`src/rtl/universal_mux_register.sv`:
```
// Universal shift/rotate/load/count register: each Q bit is an edge-triggered cell
// fed by its own 2:1 mux tree selected by mode, then en, then rst.
module universal_mux_register #(
  parameter int                 WIDTH       = 8,
  parameter logic [WIDTH-1:0]   RESET_VALUE = '0
) (
  input  logic             clk,
  input  logic             rst,
  input  logic             en,
  input  logic [2:0]       mode,
  input  logic [WIDTH-1:0] D,
  input  logic             SIR,
  input  logic             SIL,
  output logic [WIDTH-1:0] Q,
  output logic             SOR,
  output logic             SOL,
  output logic             wrap
);

  typedef enum logic [2:0] {
    M_HOLD = 3'b000,
    M_SHR  = 3'b001,
    M_SHL  = 3'b010,
    M_LOAD = 3'b011,
    M_ROTR = 3'b100,
    M_ROTL = 3'b101,
    M_UP   = 3'b110,
    M_DOWN = 3'b111
  } mode_e;

  mode_e            op;
  logic [WIDTH-1:0] inc;
  logic [WIDTH-1:0] dec;
  logic [WIDTH-1:0] nxt;

  assign op  = mode_e'(mode);
  assign inc = Q + WIDTH'(1);
  assign dec = Q - WIDTH'(1);
  assign SOR = Q[0];
  assign SOL = Q[WIDTH-1];

  for (genvar i = 0; i < WIDTH; i++) begin : g_bit
    logic hi_shift, hi_rot, lo_shift, lo_rot;
    logic m_a, m_b, m_c, m_d, m_lo, m_hi, m_op, m_en;

    // The MSB takes its "upper neighbour" from SIR / Q[0]; for WIDTH=1 that makes rotates hold.
    if (i == WIDTH - 1) begin : g_top
      assign hi_shift = SIR;
      assign hi_rot   = Q[0];
    end else begin : g_mid_hi
      assign hi_shift = Q[i+1];
      assign hi_rot   = Q[i+1];
    end

    if (i == 0) begin : g_bottom
      assign lo_shift = SIL;
      assign lo_rot   = Q[WIDTH-1];
    end else begin : g_mid_lo
      assign lo_shift = Q[i-1];
      assign lo_rot   = Q[i-1];
    end

    // Three levels of 2:1 muxes decode mode[0], mode[1], mode[2] in turn.
    assign m_a  = mode[0] ? hi_shift : Q[i];
    assign m_b  = mode[0] ? D[i]     : lo_shift;
    assign m_c  = mode[0] ? lo_rot   : hi_rot;
    assign m_d  = mode[0] ? dec[i]   : inc[i];
    assign m_lo = mode[1] ? m_b      : m_a;
    assign m_hi = mode[1] ? m_d      : m_c;
    assign m_op = mode[2] ? m_hi     : m_lo;
    assign m_en = en      ? m_op     : Q[i];
    assign nxt[i] = rst   ? RESET_VALUE[i] : m_en;
  end

  // Edge-triggered equivalent of the master/slave mux-latch pair: no transparent path D->Q.
  always_ff @(posedge clk) begin
    // NOTE: non-blocking so every bit samples the pre-edge Q of its neighbours.
    Q <= nxt;
  end

  always_ff @(posedge clk) begin
    if (rst) wrap <= 1'b0;
    else     wrap <= en & (((op == M_UP)   && (Q == {WIDTH{1'b1}})) ||
                           ((op == M_DOWN) && (Q == {WIDTH{1'b0}})));
  end

endmodule

```
`config.mk`:
```
export PLATFORM = sky130hd
export DESIGN_NAME = universal_mux_register
export DESIGN_NICKNAME = d
export VERILOG_FILES = /design/src/rtl/universal_mux_register.sv
export SDC_FILE = /design/constraint.sdc
export NUM_CORES = 1
export LEC_CHECK = 0
export BUFFER_PORTS_ARGS = -buffer_cell sky130_fd_sc_hd__buf_4
export CORE_ASPECT_RATIO = 1.5
export CORE_MARGIN = 2
export CORE_UTILIZATION = 35
export DETAILED_ROUTE_END_ITERATION = 8
export MAX_ROUTING_LAYER = met4
export PLACE_DENSITY = 0.65
export SLEW_MARGIN = 20
export SYNTH_ARGS = -nofsm -noshare
export SYNTH_HDL_FRONTEND = slang
export SYNTH_SLANG_ARGS = --single-unit
```
`constraint.sdc`:
```
create_clock -name clk -period 2.3 [get_ports clk]
set_clock_uncertainty 0.05 [all_clocks]
set_input_delay 0.345 -clock clk [delete_from_list [all_inputs] [get_ports clk]]
set_output_delay 0.345 -clock clk [all_outputs]
set_load 0.1 [all_outputs]
```
Word-level counts from Yosys, hierarchy flattened
Index checks and enable logic that the tools add are counted.
{ "op_classes": {"add_sub_neg": 2, "n_eq_ne": 3, "mux": 56, "bitwise_logic": 1, "reduce_logical": 6} }
{ "op_table": {"columns": ["op", "n"], "rows": [
  ["$mux 1", 56],
  ["$add 8x1->8 const B", 1],
  ["$eq 8x8->1 const B", 1],
  ["$logic_not 8->1", 1],
  ["$sub 8x1->8 const B", 1],
  ["$eq 3x3->1 const B", 2],
  ["$reduce_bool 3->1", 1],
  ["$logic_and 1x1->1", 2],
  ["$reduce_and 2->1", 1],
  ["$and 1x1->1", 1],
  ["$logic_or 1x1->1", 1]
]} }
{ "totals": {"in_bits": 16, "register_bits": 9, "word_cells": 70, "out_inout_bits": 11} }

Longest topological paths before layout
Gate-level depths: netlist of run 1.
{ "depth": {"depth_word": 4, "mapped_depth": 7, "depth_no_buf": 6} }

Worst setup path after synthesis of run 1
No wires, ideal clock.
{ "synth_timing": {"path_kind": "reg2reg", "startpoint": "register Q[0]", "endpoint": "register Q[1]", "required_time_ns": 2.108, "arrival_time_ns": 2.242, "n_path_buf": 1, "stages_incl_launch_ff": 8, "period_less_slack_ns": 2.434, "slack_ns": -0.134, "setup_ns": 0.142, "path_cell_list": "dfxtp_1 -> buf_6 -> inv_1 -> ha_1 -> and2_1 -> a211o_1 -> a311oi_1 -> a211oi_1"} }
{ "synth_between": {"elab_chain_len": 4, "elab_cells_between_ends": 8, "classes_between": "2 x add/sub; 6 x mux"} }
{ "synth_rtl": {"columns": ["item", "line", "source"], "rows": [
  ["start, declared", "14", "output logic [WIDTH-1:0] Q,"],
  ["start signal, assigned", "78", "Q <= nxt;"],
  ["$add 8x1->8 / $sub 8x1->8 (equally long branches)", "37, 38", null],
  ["$mux 1", "67", "assign m_d = mode[0] ? dec[i] : inc[i];"],
  ["$mux 1", "69", "assign m_hi = mode[1] ? m_d : m_c;"],
  ["$mux 1 (*)", "70", "assign m_op = mode[2] ? m_hi : m_lo;"]
]} }
Mark *: on every way between the ends. The rest lies on a longest branch, timed or not.
A chain may end at the register's enable or synchronous reset.

Final worst setup path of run 1
{ "layout_timing": {"startpoint": "register Q[1]", "endpoint": "register Q[1]"} }
{ "layout_between": {"elab_chain_len": 4, "elab_cells_between_ends": 5, "classes_between": "2 x add/sub; 3 x mux"} }
{ "layout_rtl": {"columns": ["item", "line"], "rows": [
  ["$add 8x1->8 / $sub 8x1->8 (equally long branches)", "37, 38"],
  ["$mux 1 (*)", "67"],
  ["$mux 1 (*)", "69"],
  ["$mux 1 (*)", "70"]
]} }
Marked as above.

==> flow_metrics.env, run 1 <==
export IMPL_rows=24
export IMPL_drive_gt1_share_pct=29.9
export IMPL_port_buffers=26
export IMPL_synthXorXnorAreaFrac_pct=0.799
export IMPL_die_w_um=49.7
export IMPL_path_cells="inv_1, ha_1, and2_1, a211o_1, a311oi_1, a211oi_1"
export IMPL_met3_usage_pct=1.85
export IMPL_holdBufCountCts=0
export IMPL_cp_slowest_cell="dfxtp_1"
export IMPL_synth_fa_ha_area_share_pct=2.28
export IMPL_leakage_uw=0.000525
export IMPL_fmax_mhz=537
export IMPL_die_h_um=72.5
export IMPL_max_cap_viol_count=0
export IMPL_synthTopCellsByArea="dfxtp_1, mux2i_1, mux2_2, buf_4, nand2_1"
export IMPL_synth_most_common_cell="nand2_1"
export IMPL_insertion_delay_ps=230
export IMPL_pwr_share_comb_pct=44.8
export IMPL_muxShareOfSynthArea_pct=14.5
export IMPL_postRouteAntennaNets=0
export IMPL_track_usage_pct=18.0
export IMPL_synth_top_area_share_pct=16.4
export IMPL_cts_buffer_depth=2
export IMPL_ios=27
export IMPL_synth_largest_area_cell="dfxtp_1"
export IMPL_final_hold_viol_count=0
export IMPL_grt_max_degree=22
export IMPL_slowest_delay_ps=490
export IMPL_reg2regPathDepth=6
export IMPL_p_switching_uw=304
export IMPL_syn_nets=160
export IMPL_clk_pin_slew_ps=50
export IMPL_ys_flop_type="dfxtp_1"
export IMPL_grt_ovfl_total=0
export IMPL_syn_area_mm2=0.00110
export IMPL_gr_usage_met2_pct=30.4
export IMPL_synth_compound_area_share_pct=29.0
export IMPL_fill_cells=330
export IMPL_pwr_density_cell_mw_per_mm2=548
export IMPL_synth_top_family_by_area="compound AO/OA/AOI/OAI gates"
export IMPL_crit_required_ps=2360
export IMPL_root_buffer="clkbuf_8"
export IMPL_crit_cells=6
export IMPL_met1_usage_pct=20.2
export IMPL_syn_avg_cell_area_um2=7.72
export IMPL_crit_arrival_ps=1920
export IMPL_grt_pass1_wl_um=5000
export IMPL_drtIter0Drc=48
export IMPL_synth_cell_types=48
export IMPL_coreArea_mm2=0.00294
export IMPL_clkPwrFrac_pct=26.6
export IMPL_holdWs_ps=340
export IMPL_maxSlewViolCount=0
export IMPL_vias_per_cell=5.92
export IMPL_p_int_uw=402
export IMPL_worst_path_buf_inv=1
export IMPL_place_area_mm2=0.00124
export IMPL_hpwl_um=2200
export IMPL_p_seq_share_pct=28.6
export IMPL_cp_start_kind="flop"
export IMPL_multi_input_area_um2=768
export IMPL_synth_cells=142
export IMPL_antenna_found_initial=0
export IMPL_synth_simple_gate_area_share_pct=23.5
export IMPL_finalSetupViolCount=0
export IMPL_worst_pin_slew_ps=424
export IMPL_ys_seq_elements=9
export IMPL_finalCritPeriodShare_pct=81.0
export IMPL_cp_top_family="compound AO/OA/AOI/OAI gates"
export IMPL_tns_ps=0
export IMPL_worstSetupEndpointType="flop"
export IMPL_final_cell_area_mm2=0.00129
export IMPL_seq_area_frac_synth_pct=16.4
export IMPL_ir_drop_v=0.000231
export IMPL_cp_max_fo=10
export IMPL_die_area_mm2=0.00360
export IMPL_wl_per_cell_um=15.4
export IMPL_status="finished, final reports clean"
export IMPL_grt_pass1_vias=1116
export IMPL_critical_path_class="reg2reg"
export IMPL_grt_busiest_layer="met2"
export IMPL_final_cells=193
export IMPL_min_path_cells=2
export IMPL_reg2reg_slack_ps=440
export IMPL_synthTopCellsByCount="nand2_1, nor2_1, dfxtp_1"
export IMPL_relSlewSlack_pct=71.0
export IMPL_numCtsBuffers=3
export IMPL_async_flop_share_pct=0
export IMPL_dr_total_vias=1142
export IMPL_routed_wl_um=2980
export IMPL_cts_tree="done"
export IMPL_dp_cells=189
export IMPL_period_needed_ps=1860
export IMPL_cts_resized=0
export IMPL_n_antenna_cell=0
export IMPL_first_pass_iters=4
export IMPL_globalplace_congestion=0.919
export IMPL_synth_enable_flop_cells=0
export IMPL_hold_class="in2reg"
export IMPL_drc=0
export IMPL_syn2layout_area_growth_pct=17.5
export IMPL_seq_area_um2=181
export IMPL_start_util_pct=37.2
export IMPL_sw_frac_of_total_pct=43.0
export IMPL_nNetsFinal=173
export IMPL_rsz0062_at_grt="false"
export IMPL_yosysWarnings=0
export IMPL_ctsHtreeMaxLevel=1
export IMPL_cts_sinks=9
export IMPL_postCtsSetupRepairBufs=0
[cell families (layout without fill, tap and decap cells)]
group                    Yosys count  after routing
AND/OR/NAND/NOR                   47             47
AO/OA/AOI/OAI                     41             41
buffers and inverters             27             39
multiplexers                      15             15
flip-flops                         9              9
adder cells (fa/ha/maj)            2              2
XOR/XNOR                           1              1
[stage by stage]
| stage | setup slack, ps | power, uW | util, % |
|---|---|---|---|
| 3_3_place_gp | 465 | 513 | 42.2 |
| 6_report | 437 | 705 | 43.8 |
| 4_1_cts | 453 | 707 | 43.8 |
| 5_1_grt | 333 | 742 | 43.8 |
| 2_1_floorplan | 208 | 462 | - |
| 3_5_place_dp | 419 | 520 | 42.2 |
[sequential cells by signal (all words and copies together) (netlist names)]
signal / cells
Q: 8
wrap: 1
[power by group through the flow]
stage	Sequential (uW)	Combinational, uW	Clock [uW]
final	202	316	187
after global routing	205	337	199
after CTS	201	316	190
after detailed placement	204	316	0
after global placement	203	310	0
after floorplan	208	254	0
[layout make-up]
cell class / instances / share of cell area [%]
well taps: 39 / 3.79
multi-input cells: 106 / 59.7
clock buffers: 4 / 3.50
flip-flops and latches: 9 / 14.1
inverters: 5 / 1.46
repair buffers: 30 / 17.5
[final timing paths]
path         endpoint  start
min reg2reg      Q[0]   Q[0]
min              Q[4]    rst
max              Q[1]   Q[1]
max reg2reg      Q[1]   Q[1]
[cell usage in the layout, fill, tap and decap left out, types with 3 or more instances in the layout]
cell	n
buf_4	30
nand2_1	12
nor2_1	11
dfxtp_1	8
mux2i_1	8
mux2_2	7
o21ai_0	6
inv_1	4
a211oi_1	4
a211o_1	4
or3_1	3
a21oi_1	3
a31oi_1	3
o21a_1	3
nand3_1	3
clkbuf_8	3
[routing by layer]
metal	part of all wire, %	wire length [um]	up-vias
met1	41	1230	548
met4	3.4	100	0
li1	-	-	553
met3	4.4	131	10
met2	51	1520	31
met5	0	0	-
Power figures use the tool's default switching activity.
==> run 2, diff against run 1 <==
--- a/config.mk
+++ b/config.mk
@@ -5,13 +5,14 @@
 export SDC_FILE = /design/constraint.sdc
 export NUM_CORES = 1
 export LEC_CHECK = 0
+export ABC_AREA = 1
 export BUFFER_PORTS_ARGS = -buffer_cell sky130_fd_sc_hd__buf_4
 export CORE_ASPECT_RATIO = 1.5
 export CORE_MARGIN = 2
 export CORE_UTILIZATION = 35
 export DETAILED_ROUTE_END_ITERATION = 8
 export MAX_ROUTING_LAYER = met4
-export PLACE_DENSITY = 0.65
+export PLACE_DENSITY = 0.67
 export SLEW_MARGIN = 20
 export SYNTH_ARGS = -nofsm -noshare
 export SYNTH_HDL_FRONTEND = slang
==> constraint.sdc (replaced) <==
create_clock -name clk -period 1.5 [get_ports clk]
set_clock_uncertainty 0.05 [all_clocks]
set_input_delay 0.225 -clock clk [delete_from_list [all_inputs] [get_ports clk]]
set_output_delay 0.225 -clock clk [all_outputs]
set_load 0.1 [all_outputs]
==> run 2 against run 1 <==
Against the previous run: via count up 15%; hold slack worse by 160 ps; flip-flop and latch count unchanged; routed wire length up 12%; register-to-register slack worse by 300 ps; utilization up 2.6 points; total power up 50%; area after synthesis down 0.34%; die area down 0.31%; combinational power up 51%; non-clock buffer count up 8; largest cell class unchanged.
==> flow_metrics.env, run 2 <==
export IMPL_cp_slowest_cell="dfxtp_1"
export IMPL_ir_drop_v=0.000587
export IMPL_fill_cells=341
export IMPL_worst_path_buf_inv=2
export IMPL_port_buffers=26
export IMPL_grt_pass1_wl_um=5660
export IMPL_postRouteAntennaNets=0
export IMPL_crit_cells=2
export IMPL_drc=0
export IMPL_max_cap_viol_count=0
export IMPL_globalplace_congestion=0.878
export IMPL_seq_area_frac_synth_pct=16.5
export IMPL_grt_max_degree=17
export IMPL_top_regs="Q: 8 flops, wrap: 1 flops"
export IMPL_die_area_mm2=0.00359
export IMPL_antenna_found_initial=0
export IMPL_first_pass_iters=4
export IMPL_r2r_end="Q[6]"
export IMPL_fmax_mhz=730
export IMPL_n_antenna_cell=0
export IMPL_most_common_layout_cells="nand2_1, buf_4, a21oi_1"
export IMPL_seq_area_um2=190
export IMPL_pre_cts_ws_ps=25.7
export IMPL_crit_required_ps=1220
export IMPL_synth_largest_area_cell="nand2_1"
export IMPL_grt_pass1_vias=1247
export IMPL_reg2regPathDepth=11
export IMPL_worst_pin_slew_ps=324
export IMPL_synthTopCellsByArea="nand2_1, dfxtp_1, a21oi_1, nand3_1, buf_4"
export IMPL_finalSetupViolCount=0
export IMPL_drive_gt1_share_pct=28.8
export IMPL_leakage_uw=0.000622
export IMPL_ctsHtreeMaxLevel=1
export IMPL_die_w_um=49.6
export IMPL_drtIter0Drc=31
export IMPL_rows=24
export IMPL_cp_top_family="buffers and inverters"
export IMPL_syn_avg_cell_area_um2=5.75
export IMPL_cts_sinks=9
export IMPL_holdBufCountCts=0
export IMPL_synthTopCellsByCount="nand2_1, a21oi_1, nand3_1"
export IMPL_synth_enable_flop_cells=0
export IMPL_yosysWarnings=0
export IMPL_clk_pin_slew_ps=50
export IMPL_dp_cells=245
export IMPL_syn2layout_area_growth_pct=25.0
export IMPL_async_flop_share_pct=0
export IMPL_cts_buffer_depth=2
export IMPL_ys_seq_elements=9
export IMPL_final_common_cell="nand2_1"
export IMPL_reg2reg_slack_ps=140
export IMPL_insertion_delay_ps=240
export IMPL_cp_max_fo=6
export IMPL_largest_register="Q"
export IMPL_critical_path_class="reg2out"
export IMPL_hold_class="in2reg"
export IMPL_path_cells="buf_4, buf_4"
export IMPL_nNetsFinal=231
export IMPL_synth_most_common_cell="nand2_1"
export IMPL_wl_per_cell_um=13.3
export IMPL_status="finished, final reports clean"
export IMPL_final_hold_viol_count=0
export IMPL_die_h_um=72.4
export IMPL_largest_reg_flops=8
export IMPL_worstSetupEndpointType="output port"
export IMPL_r2r_start="Q[1]"
export IMPL_crit_arrival_ps=1100
export IMPL_synth_cell_types=29
export IMPL_synth_cells=190
export IMPL_final_cells=251
export IMPL_cp_start_kind="flop"
export IMPL_routed_wl_um=3340
export IMPL_pwr_density_cell_mw_per_mm2=777
export IMPL_numCtsBuffers=3
export IMPL_rsz0062_at_grt="false"
export IMPL_syn_nets=208
export IMPL_vias_per_cell=5.22
export IMPL_ys_flop_type="dfxtp_1"
export IMPL_cp_endpoint="Q[4]"
export IMPL_syn_area_mm2=0.00109
export IMPL_ios=27
export IMPL_coreArea_mm2=0.00294
export IMPL_dr_total_vias=1309
export IMPL_hpwl_um=2390
export IMPL_maxSlewViolCount=0
export IMPL_finalCritPeriodShare_pct=91.4
export IMPL_root_buffer="clkbuf_8"
export IMPL_cts_tree="done"
export IMPL_relSlewSlack_pct=78.4
export IMPL_multi_input_area_um2=726
export IMPL_final_setup_worst_slack_ps=130
export IMPL_synth_top_area_share_pct=20.3
export IMPL_track_usage_pct=21.0
export IMPL_start_util_pct=37.1
export IMPL_startpoint="Q[4]"
export IMPL_grt_ovfl_total=0
export IMPL_period_needed_ps=1370
export IMPL_path_common_cell="buf_4"
export IMPL_slowest_delay_ps=390
run 2: changes by cell type after synthesis, sizes merged, moves of 4 or more:
cell / previous run / this run
nand2: 12 / 60
a21oi: 3 / 21
nand3: 3 / 20
inv: 4 / 17
mux2i: 8 / 0
mux2: 7 / 0
nor2: 11 / 17
clkbuf: 6 / 1
a211o: 4 / 0
run 2: per-layer routing:
| metal | track usage, % | up-vias | wire length, um |
|---|---|---|---|
| met3 | 3.29 | 8 | 83 |
| met1 | 22.3 | 616 | 1390 |
| met5 | - | - | 0 |
| met4 | 12.3 | 0 | 123 |
| met2 | 36.4 | 21 | 1740 |
| li1 | - | 664 | - |
run 2: worst reg2reg max path: cells and delay by family, from the launching register on:
kind | cells | cell delay (ps)
and+or+nand+nor | 8 | 540
DFF | 1 | 350
adders and majority gates | 1 | 140
buffers and inverters | 1 | 110
AOI/OAI and AO/OA | 1 | 50
run 2: logic make-up (layout without fill, tap and decap cells):
| group | Yosys count | in the layout | share of synthesized area [%] |
|---|---|---|---|
| adders and majority gates | 2 | 2 | 2.29 |
| DFF | 9 | 9 | 16.5 |
| AOI/OAI and AO/OA | 43 | 43 | 25.0 |
| buffers and inverters | 37 | 59 | 19.4 |
| and+or+nand+nor | 99 | 99 | 36.9 |
run 2: metrics by stage:
stage / power (uW) / hold WS [ps] / util (%) / instance area [um2] / setup TNS (ps)
6_report: 1060 / 184 / 46.4 / 1370 / 0
5_1_grt: 1130 / 177 / 46.4 / 1370 / 0
4_1_cts: 1060 / 180 / 45.6 / 1340 / 0
3_5_place_dp: 752 / 437 / 44.0 / 1300 / 0
3_3_place_gp: 749 / 435 / 44.0 / 1300 / 0
2_1_floorplan: 660 / 429 / - / 1130 / -51.5
run 2: how the worst min path moves through the flow:
| stage | start | to | slack, ps | cells past startpoint |
|---|---|---|---|---|
| after floorplan | D[7] | Q[7] | 430 | 4 |
| after CTS | rst | Q[0] | 180 | 2 |
| after detailed placement | rst | Q[7] | 440 | 2 |
| after global routing | rst | Q[2] | 180 | 2 |
| after global placement | rst | Q[7] | 430 | 2 |
| final | rst | Q[0] | 180 | 2 |
run 2: layout make-up:
| cell class | count | share of cell area (%) |
|---|---|---|
| Clock buffer | 3 | 3.02 |
| Clock inverter | 1 | 0.367 |
| Inverter | 17 | 5.04 |
| Multi-Input combinational cell | 144 | 53.2 |
| Sequential cell | 9 | 13.9 |
| Tap cell | 39 | 3.57 |
| Timing Repair Buffer | 38 | 20.9 |
run 2: power by group:
group / switching, uW / internal [uW] / leakage (uW)
Combinational: 322 / 155 / 0.000521
Clock: 120 / 183 / 0.0000255
Sequential: 27.1 / 255 / 0.0000759
run 2: repair_timing:
item / CTS / global route
setup buffers: 0 / 2
gates resized for setup: 0 / 5
endpoints found under the setup margin: 0 / 7
